==> src/rtl/shared_adder_pkg.sv <==
// shared_adder_pkg: shared width, requester ids and output-register states for shared_adder_arb
package shared_adder_pkg;
  localparam int DATA_W = 32;
  typedef enum logic {REQ_MUL = 1'b0, REQ_DIV = 1'b1} req_id_t;
  typedef enum logic {OUT_EMPTY = 1'b0, OUT_FULL = 1'b1} out_state_t;
endpackage

==> src/rtl/shared_adder_arb_cla.sv <==
// cla_add32: 32-bit carry-lookahead adder, 4-bit lookahead groups with group-level carry chain
module cla_add32
  import shared_adder_pkg::*;
(
  input  logic [DATA_W-1:0] a,
  input  logic [DATA_W-1:0] b,
  input  logic              Cin,
  output logic [DATA_W-1:0] s,
  output logic              overflow
);
  logic [DATA_W-1:0] g, p;
  logic [DATA_W:0]   c;
  logic [7:0]        gg, gp;
  logic [8:0]        gc;
  assign g = a & b;
  assign p = a ^ b;
  // group generate/propagate, group carries, then in-group lookahead carries
  always_comb begin
    gg = '0;
    gp = '0;
    gc = '0;
    c = '0;
    gc[0] = Cin;
    for (int k = 0; k < 8; k++) begin
      gg[k] = g[4*k+3] | (p[4*k+3] & g[4*k+2]) | (&p[4*k+2 +: 2] & g[4*k+1]) | (&p[4*k+1 +: 3] & g[4*k]);
      gp[k] = &p[4*k +: 4];
      gc[k+1] = gg[k] | (gp[k] & gc[k]);
      c[4*k] = gc[k];
      c[4*k+1] = g[4*k] | (p[4*k] & gc[k]);
      c[4*k+2] = g[4*k+1] | (p[4*k+1] & g[4*k]) | (&p[4*k +: 2] & gc[k]);
      c[4*k+3] = g[4*k+2] | (p[4*k+2] & g[4*k+1]) | (&p[4*k+1 +: 2] & g[4*k]) | (&p[4*k +: 3] & gc[k]);
    end
    c[DATA_W] = gc[8];
  end
  assign s = p ^ c[DATA_W-1:0];
  assign overflow = c[DATA_W-1] ^ c[DATA_W];
endmodule

==> src/rtl/shared_adder_arb_rr_arb2.sv <==
// rr_arb2: 2-way round-robin grant with last_gnt pointer; optional grant lock under SHARED_ADDER_LOCK_EN
module rr_arb2
  import shared_adder_pkg::*;
(
  input  logic       clock,
  input  logic       reset,
  input  logic [1:0] valid,
  input  logic [1:0] lock,
  input  logic       eligible,
  output logic [1:0] grant
);
  req_id_t    last_gnt_q, last_gnt_d;
  logic [1:0] rr;
  logic       accept;
  assign rr = &valid ? (last_gnt_q == REQ_DIV ? 2'b01 : 2'b10) : valid;
  assign accept = eligible & |grant;
  assign last_gnt_d = accept ? req_id_t'(grant[1]) : last_gnt_q;
`ifdef SHARED_ADDER_LOCK_EN
  logic    lock_act_q, lock_act_d;
  req_id_t lock_own_q, lock_own_d;
  assign grant = lock_act_q ? (lock_own_q == REQ_DIV ? {valid[1], 1'b0} : {1'b0, valid[0]}) : rr;
  assign lock_act_d = accept ? lock[grant[1]] : lock_act_q;
  assign lock_own_d = accept ? req_id_t'(grant[1]) : lock_own_q;
  // lock holder and active flag, cleared by reset
  always_ff @(posedge clock) begin
    if (reset) begin
      lock_act_q <= 1'b0;
      lock_own_q <= REQ_MUL;
    end else begin
      lock_act_q <= lock_act_d;
      lock_own_q <= lock_own_d;
    end
  end
`else
  logic unused_lock;
  assign unused_lock = ^lock;
  assign grant = rr;
`endif
  // round-robin pointer advances only on an accepted transfer
  always_ff @(posedge clock) begin
    if (reset) last_gnt_q <= REQ_DIV;
    else last_gnt_q <= last_gnt_d;
  end
endmodule

==> src/rtl/shared_adder_arb.sv <==
// shared_adder_arb: time-shares one 32-bit CLA between multiplier and divider with a one-entry result register (SHARED_ADDER_LOCK_EN enables grant lock)
module shared_adder_arb
  import shared_adder_pkg::*;
(
  input  logic              clock,
  input  logic              reset,
  input  logic [1:0]        req_valid,
  output logic [1:0]        req_ready,
  input  logic [DATA_W-1:0] req_a0,
  input  logic [DATA_W-1:0] req_b0,
  input  logic [DATA_W-1:0] req_a1,
  input  logic [DATA_W-1:0] req_b1,
  input  logic [1:0]        req_sub,
  input  logic [1:0]        req_lock,
  output logic [1:0]        rsp_valid,
  input  logic [1:0]        rsp_ready,
  output logic [DATA_W-1:0] rsp_data,
  output logic              rsp_ovf
);
  out_state_t        state_q, state_d;
  req_id_t           owner_q, owner_d;
  logic [DATA_W-1:0] data_q, data_d, op_a, op_b, sum;
  logic              ovf_q, ovf_d, op_sub, sum_ovf, consume, eligible, accept;
  logic [1:0]        grant;
  assign consume = (state_q == OUT_FULL) & rsp_ready[owner_q];
  assign eligible = (state_q == OUT_EMPTY) | consume;
  assign req_ready = (eligible & ~reset) ? grant : 2'b00;
  assign accept = |req_ready;
  rr_arb2 arb (
    .clock    (clock),
    .reset    (reset),
    .valid    (req_valid),
    .lock     (req_lock),
    .eligible (eligible),
    .grant    (grant)
  );
  // operand mux for the granted requester; subtract as a + ~b + 1
  always_comb begin
    op_sub = grant[1] ? req_sub[1] : req_sub[0];
    op_a = grant[1] ? req_a1 : req_a0;
    op_b = (grant[1] ? req_b1 : req_b0) ^ {DATA_W{op_sub}};
  end
  cla_add32 cla_add (
    .overflow (sum_ovf),
    .s        (sum),
    .a        (op_a),
    .b        (op_b),
    .Cin      (op_sub)
  );
  // next state of the result register: accept wins over consume for pass-through
  always_comb begin
    state_d = accept ? OUT_FULL : (consume ? OUT_EMPTY : state_q);
    owner_d = accept ? req_id_t'(grant[1]) : owner_q;
    data_d = accept ? sum : data_q;
    ovf_d = accept ? sum_ovf : ovf_q;
  end
  // result register; reset discards any pending result
  always_ff @(posedge clock) begin
    if (reset) begin
      state_q <= OUT_EMPTY;
      owner_q <= REQ_MUL;
      data_q <= '0;
      ovf_q <= 1'b0;
    end else begin
      state_q <= state_d;
      owner_q <= owner_d;
      data_q <= data_d;
      ovf_q <= ovf_d;
    end
  end
  assign rsp_valid = (state_q == OUT_FULL) ? (owner_q == REQ_DIV ? 2'b10 : 2'b01) : 2'b00;
  assign rsp_data = data_q;
  assign rsp_ovf = ovf_q;
endmodule

==> config.mk <==
export PLATFORM = sky130hd
export DESIGN_NAME = shared_adder_arb
export DESIGN_NICKNAME = d
export VERILOG_FILES = /design/src/rtl/shared_adder_pkg.sv /design/src/rtl/shared_adder_arb_cla.sv /design/src/rtl/shared_adder_arb_rr_arb2.sv /design/src/rtl/shared_adder_arb.sv
export SDC_FILE = /design/constraint.sdc
export NUM_CORES = 1
export LEC_CHECK = 0
export ABC_AREA = 1
export BUFFER_PORTS_ARGS = -buffer_cell sky130_fd_sc_hd__buf_4
export CAP_MARGIN = 20
export CORE_ASPECT_RATIO = 1.2
export CORE_MARGIN = 5
export CORE_UTILIZATION = 55
export CTS_BUF_LIST = sky130_fd_sc_hd__clkbuf_4
export DETAILED_ROUTE_END_ITERATION = 8
export PLACE_DENSITY_LB_ADDON = 0.1
export SETUP_SLACK_MARGIN = 0.3
export SYNTH_ARGS = -nofsm -noshare
export SYNTH_HDL_FRONTEND = slang
export SYNTH_HIERARCHICAL = 1
export SYNTH_SLANG_ARGS = --single-unit
==> constraint.sdc <==
create_clock -name clock -period 11.4 [get_ports clock]
set_clock_uncertainty 0.2 [all_clocks]
set_input_delay 1.71 -clock clock [delete_from_list [all_inputs] [get_ports clock]]
set_output_delay 1.71 -clock clock [all_outputs]
set_load 0.02 [all_outputs]
* Yosys cells after proc, flatten, opt, wreduce, memory -nomap -nowiden
Cells that the tools add are included.
** Storage, ports and cells
- Output and inout port bits :: 37
- Flip-flop bits (word level) :: 36
- Input bits :: 138
- Word-level logic and storage cells :: 241
** Cells by class
- Mux-type cells :: 12
- Magnitude comparators :: 1
- Reductions and logical operators :: 52
- Bitwise logic cells :: 171
** Operator list (number)
- 32-bit XOR :: 3
- 1-bit bitwise AND :: 83
- 1-bit OR :: 81
- 32-bit 2-to-1 mux :: 2
- 2-bit AND reduction :: 25
- 3-bit AND reduction :: 16
- 32-bit bitwise AND :: 1
- 4-bit AND reduction :: 8
- 2-bit 2-to-1 mux :: 5
- 1-bit 2-to-1 mux :: 5
- 2-bit OR reduction :: 2
- 1-bit by 2-bit less-than comparator with 1-bit output (second input constant) :: 1
- 1-bit inverter :: 2
- 2-bit nonzero test :: 1
- 1-bit XOR :: 1

* Depth between registers and ports, before layout
- Depth in word-level cells :: 25
- Gate-level depth with buffers :: 32

* By module
The synthesis kept the hierarchy.
** Modules (own cells, without submodules)
- shared_adder_arb :: area each 2763.9 µm², instances 1, cells an instance 415, sequential area each 700.7 µm²
- cla_add32 :: area each 1395.1 µm², instances 1, cells an instance 182, sequential area each 0.0 µm²
- rr_arb2 :: area each 60.1 µm², instances 1, cells an instance 9, sequential area each 20.0 µm²

* Least setup slack after synthesis
Ideal clock, no wire load.
- Path kind :: in2reg
- Start point :: in req_valid[1]
- End point :: reg data_q[29], in the netlist rsp_data[29]
- Path slack :: 6.353 ns
- Stages :: 24
- Arrival time :: 4.734 ns
- Library setup time :: 0.113 ns
- Buffers on the path :: 2
- Path through :: a21boi_0 buf_4 buf_2 mux2i_1 xnor2_1 ha_1 a21oi_2 nor2_1 a211oi_4 nand2_4 nand2_4 nand2_4 nand2_4 nand2_4 nand2_4 nand2_4 nand2_4 nand2_4 fa_1 xor2_1 inv_1 o2111ai_1 nand2_1 nor2_1
** On the way
- Elaborated cells on any way between the ends :: 90
- Those cells by class :: mux (5); bitwise (62); reduce/logical (23)
** RTL lines
- start, declared :: line shared_adder_arb.sv:7 : input logic [1:0] req_valid,
- 2-bit AND reduction :: line shared_adder_arb_rr_arb2.sv:15 : assign rr = &valid ? (last_gnt_q == REQ_DIV ? 2'b01 : 2'b10) : valid;
- 2-bit 2-to-1 mux * :: line shared_adder_arb_rr_arb2.sv:15
- 32-bit 2-to-1 mux / 1-bit 2-to-1 mux (equally long branches) :: line shared_adder_arb.sv:41, shared_adder_arb.sv:39
- 32-bit XOR * :: line shared_adder_arb.sv:41 : op_b = (grant[1] ? req_b1 : req_b0) ^ {DATA_W{op_sub}};
- net op_b[9] :: line shared_adder_arb.sv:22 : logic [DATA_W-1:0] data_q, data_d, op_a, op_b, sum;
- 32-bit XOR / 32-bit bitwise AND (equally long branches) :: line shared_adder_arb_cla.sv:16, shared_adder_arb_cla.sv:15
- 3-bit AND reduction / 1-bit bitwise AND (equally long branches) :: line shared_adder_arb_cla.sv:25 : gg[k] = g[4*k+3] | (p[4*k+3] & g[4*k+2]) | (&p[4*k+2 +: 2] & g[4*k+1]) | (&p[4*k+1 +: 3] & g[4*k]);
- 1-bit bitwise AND / 1-bit OR (equally long branches) :: line shared_adder_arb_cla.sv:25
- (+6 left out)
- 1-bit bitwise AND * :: line shared_adder_arb_cla.sv:27 : gc[k+1] = gg[k] | (gp[k] & gc[k]);
- 1-bit OR * :: line shared_adder_arb_cla.sv:27
- 1-bit bitwise AND * :: line shared_adder_arb_cla.sv:27
- 1-bit OR * :: line shared_adder_arb_cla.sv:27
- 1-bit bitwise AND * :: line shared_adder_arb_cla.sv:29 : c[4*k+1] = g[4*k] | (p[4*k] & gc[k]);
- 1-bit OR * :: line shared_adder_arb_cla.sv:29
- 32-bit XOR * :: line shared_adder_arb_cla.sv:35 : assign s = p ^ c[DATA_W-1:0];
- net sum[29] :: line shared_adder_arb.sv:22
- end signal, assigned :: line shared_adder_arb.sv:67 : data_q <= data_d;
- end, declared :: line shared_adder_arb.sv:22
The timed path passes the listed nets; every way through them passes the cells marked *.
A chain may end at the register's enable or synchronous reset.

* Worst setup path after layout
- Start point :: in req_valid[1]
- End point :: reg data_q[29], in the netlist rsp_data[29]
** On the way
- Elaborated cells on any way between the ends :: 90
- Those cells by class :: mux (5); bitwise (62); reduce/logical (23)
** RTL lines
- 2-bit AND reduction :: line shared_adder_arb_rr_arb2.sv:15
- 2-bit 2-to-1 mux * :: line shared_adder_arb_rr_arb2.sv:15
- net grant[1] :: line shared_adder_arb.sv:24 : logic [1:0] grant;
- 32-bit 2-to-1 mux / 1-bit 2-to-1 mux (equally long branches) :: line shared_adder_arb.sv:41, shared_adder_arb.sv:39
- 32-bit XOR * :: line shared_adder_arb.sv:41
- net op_b[7] :: line shared_adder_arb.sv:22
- 32-bit XOR :: line shared_adder_arb_cla.sv:16 : assign p = a ^ b;
- 1-bit bitwise AND / 2-bit AND reduction (equally long branches) :: line shared_adder_arb_cla.sv:25
- (+10 left out)
- 1-bit bitwise AND * :: line shared_adder_arb_cla.sv:27
- 1-bit OR * :: line shared_adder_arb_cla.sv:27
- 1-bit bitwise AND * :: line shared_adder_arb_cla.sv:27
- 1-bit OR * :: line shared_adder_arb_cla.sv:27
- 1-bit bitwise AND * :: line shared_adder_arb_cla.sv:29
- 1-bit OR * :: line shared_adder_arb_cla.sv:29
- 32-bit XOR * :: line shared_adder_arb_cla.sv:35
- net sum[29] :: line shared_adder_arb.sv:22
Marked as above.

==> flow_metrics.env <==
export IMPL_status="finished, final reports clean"
export IMPL_nets=931
export IMPL_fp_dieH_um=106
export IMPL_p_leak_nw=3.00
export IMPL_io_pins=175
export IMPL_initial_core_util_pct=55.7
export IMPL_endpoint_kind="flip-flop"
export IMPL_synth_commonest_cells="177 x nand2_1, 80 x nor2_1, 54 x inv_1"
export IMPL_ir_drop_mv=0.0820
export IMPL_clk_pin_slew_worst_paths_ns=0.10
export IMPL_coreArea_mm2=0.00758
export IMPL_placed_cells=838
export IMPL_cts_sinks=36
export IMPL_crit_type="input pin to flip-flop"
export IMPL_diodes=0
export IMPL_maxCapViolations=0
export IMPL_fp_dieW_um=90.0
export IMPL_synth_most_common_cell="nand2_1"
export IMPL_async_reset_ff_share_pct=0
export IMPL_cts_buffers=5
export IMPL_grt_max_degree=71
export IMPL_sw_frac_of_total_pct=44.9
export IMPL_ant_nets=0
export IMPL_cp_arrival_ns=6.69
export IMPL_routed_wl_um=11300
export IMPL_p_per_area_mw_per_mm2=120
export IMPL_worstMarginPinSlew_ns=1.01
export IMPL_drtIter0Drc=112
export IMPL_wl_per_cell_um=13.4
export IMPL_drc=0
export IMPL_p_int_w=0.000366
export IMPL_grt_pass1_vias=4334
export IMPL_grt_overflow=0
export IMPL_netlist_area_mm2=0.00422
export IMPL_synth_area_leaders="dfxtp_1 17%, nand2_1 16%, ha_1 9.5%, xnor2_1 7.9%, mux2i_1 7.6%"
export IMPL_syn_avg_cell_area_um2=6.96
export IMPL_yosys_area_top_type="dfxtp_1"
export IMPL_combPwrFrac_pct=66.3
export IMPL_slew_headroom_pct=32.5
export IMPL_syn_inst=606
export IMPL_pwr_share_seq_pct=23.4
export IMPL_finalSetupTns_ns=0
export IMPL_clockBufferDepth=2
export IMPL_synthToLayoutAreaGrowth_pct=31.2
export IMPL_grt_pass1_wl_um=18900
export IMPL_fin_cells=846
export IMPL_post_route_period_util_pct=58.5
export IMPL_post_cts_setup_buffers=0
export IMPL_cts_tree="yes"
export IMPL_critPathLaunchType="input pin"
export IMPL_dpl_hpwl_um=9160
export IMPL_setup_viol=0
export IMPL_synth_cell_type_count=32
export IMPL_num_vias=4395
export IMPL_rsz0062_at_grt="false"
export IMPL_yosysSeqAreaShare_pct=17.1
export IMPL_rows=35
export IMPL_yosysWarnings=6
export IMPL_cts_repair_resized=0
export IMPL_crit_fanout=34
export IMPL_syn_num_nets=784
export IMPL_drv_slew=0
export IMPL_synth_ff_type="dfxtp_1"
export IMPL_gp_congestion=0.880
export IMPL_firstDrtPassIters=4
export IMPL_yosys_area_top_type_share_pct=17.1
export IMPL_worst_ep_required_time_ns=11.42
export IMPL_htreeDepth=2
export IMPL_post_route_min_period_ns=6.67
export IMPL_clockRootBuffer="clkbuf_4"
export IMPL_dieArea_mm2=0.00953
export IMPL_grt_util_all_layers_pct=23.3
export IMPL_antenna_found_initial=0
export IMPL_ys_ff_latch=36
export IMPL_hold_viol=0
export IMPL_switchingPower_w=0.000298
export IMPL_synth_edf_count=0
export IMPL_clockPowerShare_pct=10.4
export IMPL_cts_hold_buf=0
export IMPL_io_buffers=172
export IMPL_hold_class="flip-flop to flip-flop"
export IMPL_final_layout_size_suffix_gt1_share_pct=27.9
export IMPL_clk_insertion_delay_late_ns=0.33
export IMPL_fmax_mhz=150
export IMPL_vias_per_cell=5.20
==> metal layers <==
layer | up-vias | routed length [um] | track usage (%)
met4 | 0 | 296 | 8.19
met1 | 1990 | 4070 | 23.4
met3 | 22 | 676 | 5.02
met2 | 136 | 6290 | 46.2
li1 | 2247 | - | -
met5 | - | 0 | 0
==> critical path: stages <==
cell       delay (ns)
buf_4            0.11
a21boi_4         0.79
inv_2            0.52
nand2_1          0.19
nand2_2          0.58
xnor2_1          0.36
ha_1             0.37
a21oi_1          0.15
nand2_1          0.08
a21oi_2          0.17
nand2_4          0.10
nand2_4          0.07
nand2_4          0.06
nand2_4          0.07
nand2_4          0.06
nand2_4          0.07
nand2_4          0.06
nand2_4          0.08
nand2_4          0.06
nand2_4          0.08
nand2_4          0.07
fa_1             0.38
xor2_1           0.17
inv_1            0.06
o2111ai_1        0.11
nand2_1          0.10
nor2_1           0.05
==> power groups by stage <==
stage          sequential [W]  combinational (W)  clock (W)
3_3_place_gp         0.000158           0.000428          0
5_1_grt              0.000157           0.000492  0.0000747
4_1_cts              0.000156           0.000443  0.0000694
2_1_floorplan        0.000177           0.000302          0
3_5_place_dp         0.000159           0.000441          0
6_report             0.000155           0.000440  0.0000688
==> placed cells by master, fill, tap and decap left out <==
master,Yosys,layout
fa_1,8,8
clkbuf_4,0,7
mux2i_1,32,32
a211oi_4,2,2
nor2_1,80,80
nand2_1,177,177
dfxtp_1,36,36
and2_1,1,1
nor3_1,2,2
a31oi_1,1,1
ha_1,32,32
inv_1,54,54
nand3_2,1,1
a211oi_1,2,2
a21boi_1,2,1
a21oi_2,3,3
nand2_2,4,4
inv_2,1,2
xor2_1,15,15
o2111ai_1,33,33
buf_4,5,174
a21o_1,1,1
a21boi_4,0,2
clkinv_1,2,2
xnor2_1,38,38
o21ai_0,1,1
nand3_1,11,11
nand3_4,3,3
a21oi_1,17,17
nand2_4,12,12
==> cell families after synthesis <==
logic type | after synthesis | share of synthesized area [%]
and+or+nand+nor | 291 | 29.8
buffers and inverters | 91 | 9.43
AOI/OAI and AO/OA | 63 | 11.8
xor gates and xnor gates | 53 | 11.0
adders and majority gates | 40 | 13.3
DFF | 36 | 17.1
muxes | 32 | 7.59
==> flip-flops by register name, indices dropped and copies added (netlist names) <==
signal and flops:
owner_q 1, rsp_ovf 1, arb/last_gnt_q 1, state_q 1
rsp_data 32
==> per-stage QoR <==
stage | util (%) | hold slack (ns) | cell area, um2 | total power [W] | setup slack (ns)
6_report | 73.1 | 0.290 | 5540 | 0.000664 | 4.73
5_1_grt | 73.1 | 0.311 | 5540 | 0.000724 | 4.35
2_1_floorplan | - | 0.257 | 4220 | 0.000479 | 6.35
4_1_cts | 73.1 | 0.293 | 5540 | 0.000668 | 4.70
3_5_place_dp | 72.3 | 0.272 | 5480 | 0.000600 | 4.40
3_3_place_gp | 72.3 | 0.266 | 5480 | 0.000586 | 4.50
==> final cells by class <==
type	count	area, um2
multi-input cells	479	3120
flip-flops and latches	36	721
clock inverters	1	3.75
repair buffers	174	1310
clock buffers	7	52.6
inverters	57	214
well taps	92	115
fillers	656	2040
==> final timing paths <==
kind	startpoint	endpoint	slack, ns	cells after the start
setup / recovery	req_valid[1]	rsp_data[29]	4.73	27
hold / removal	rsp_data[30]	rsp_data[30]	0.29	2
setup reg to reg	arb/last_gnt_q	rsp_data[29]	5.86	26
hold reg to reg	rsp_data[30]	rsp_data[30]	0.29	2
Power figures use the tool's default switching activity.
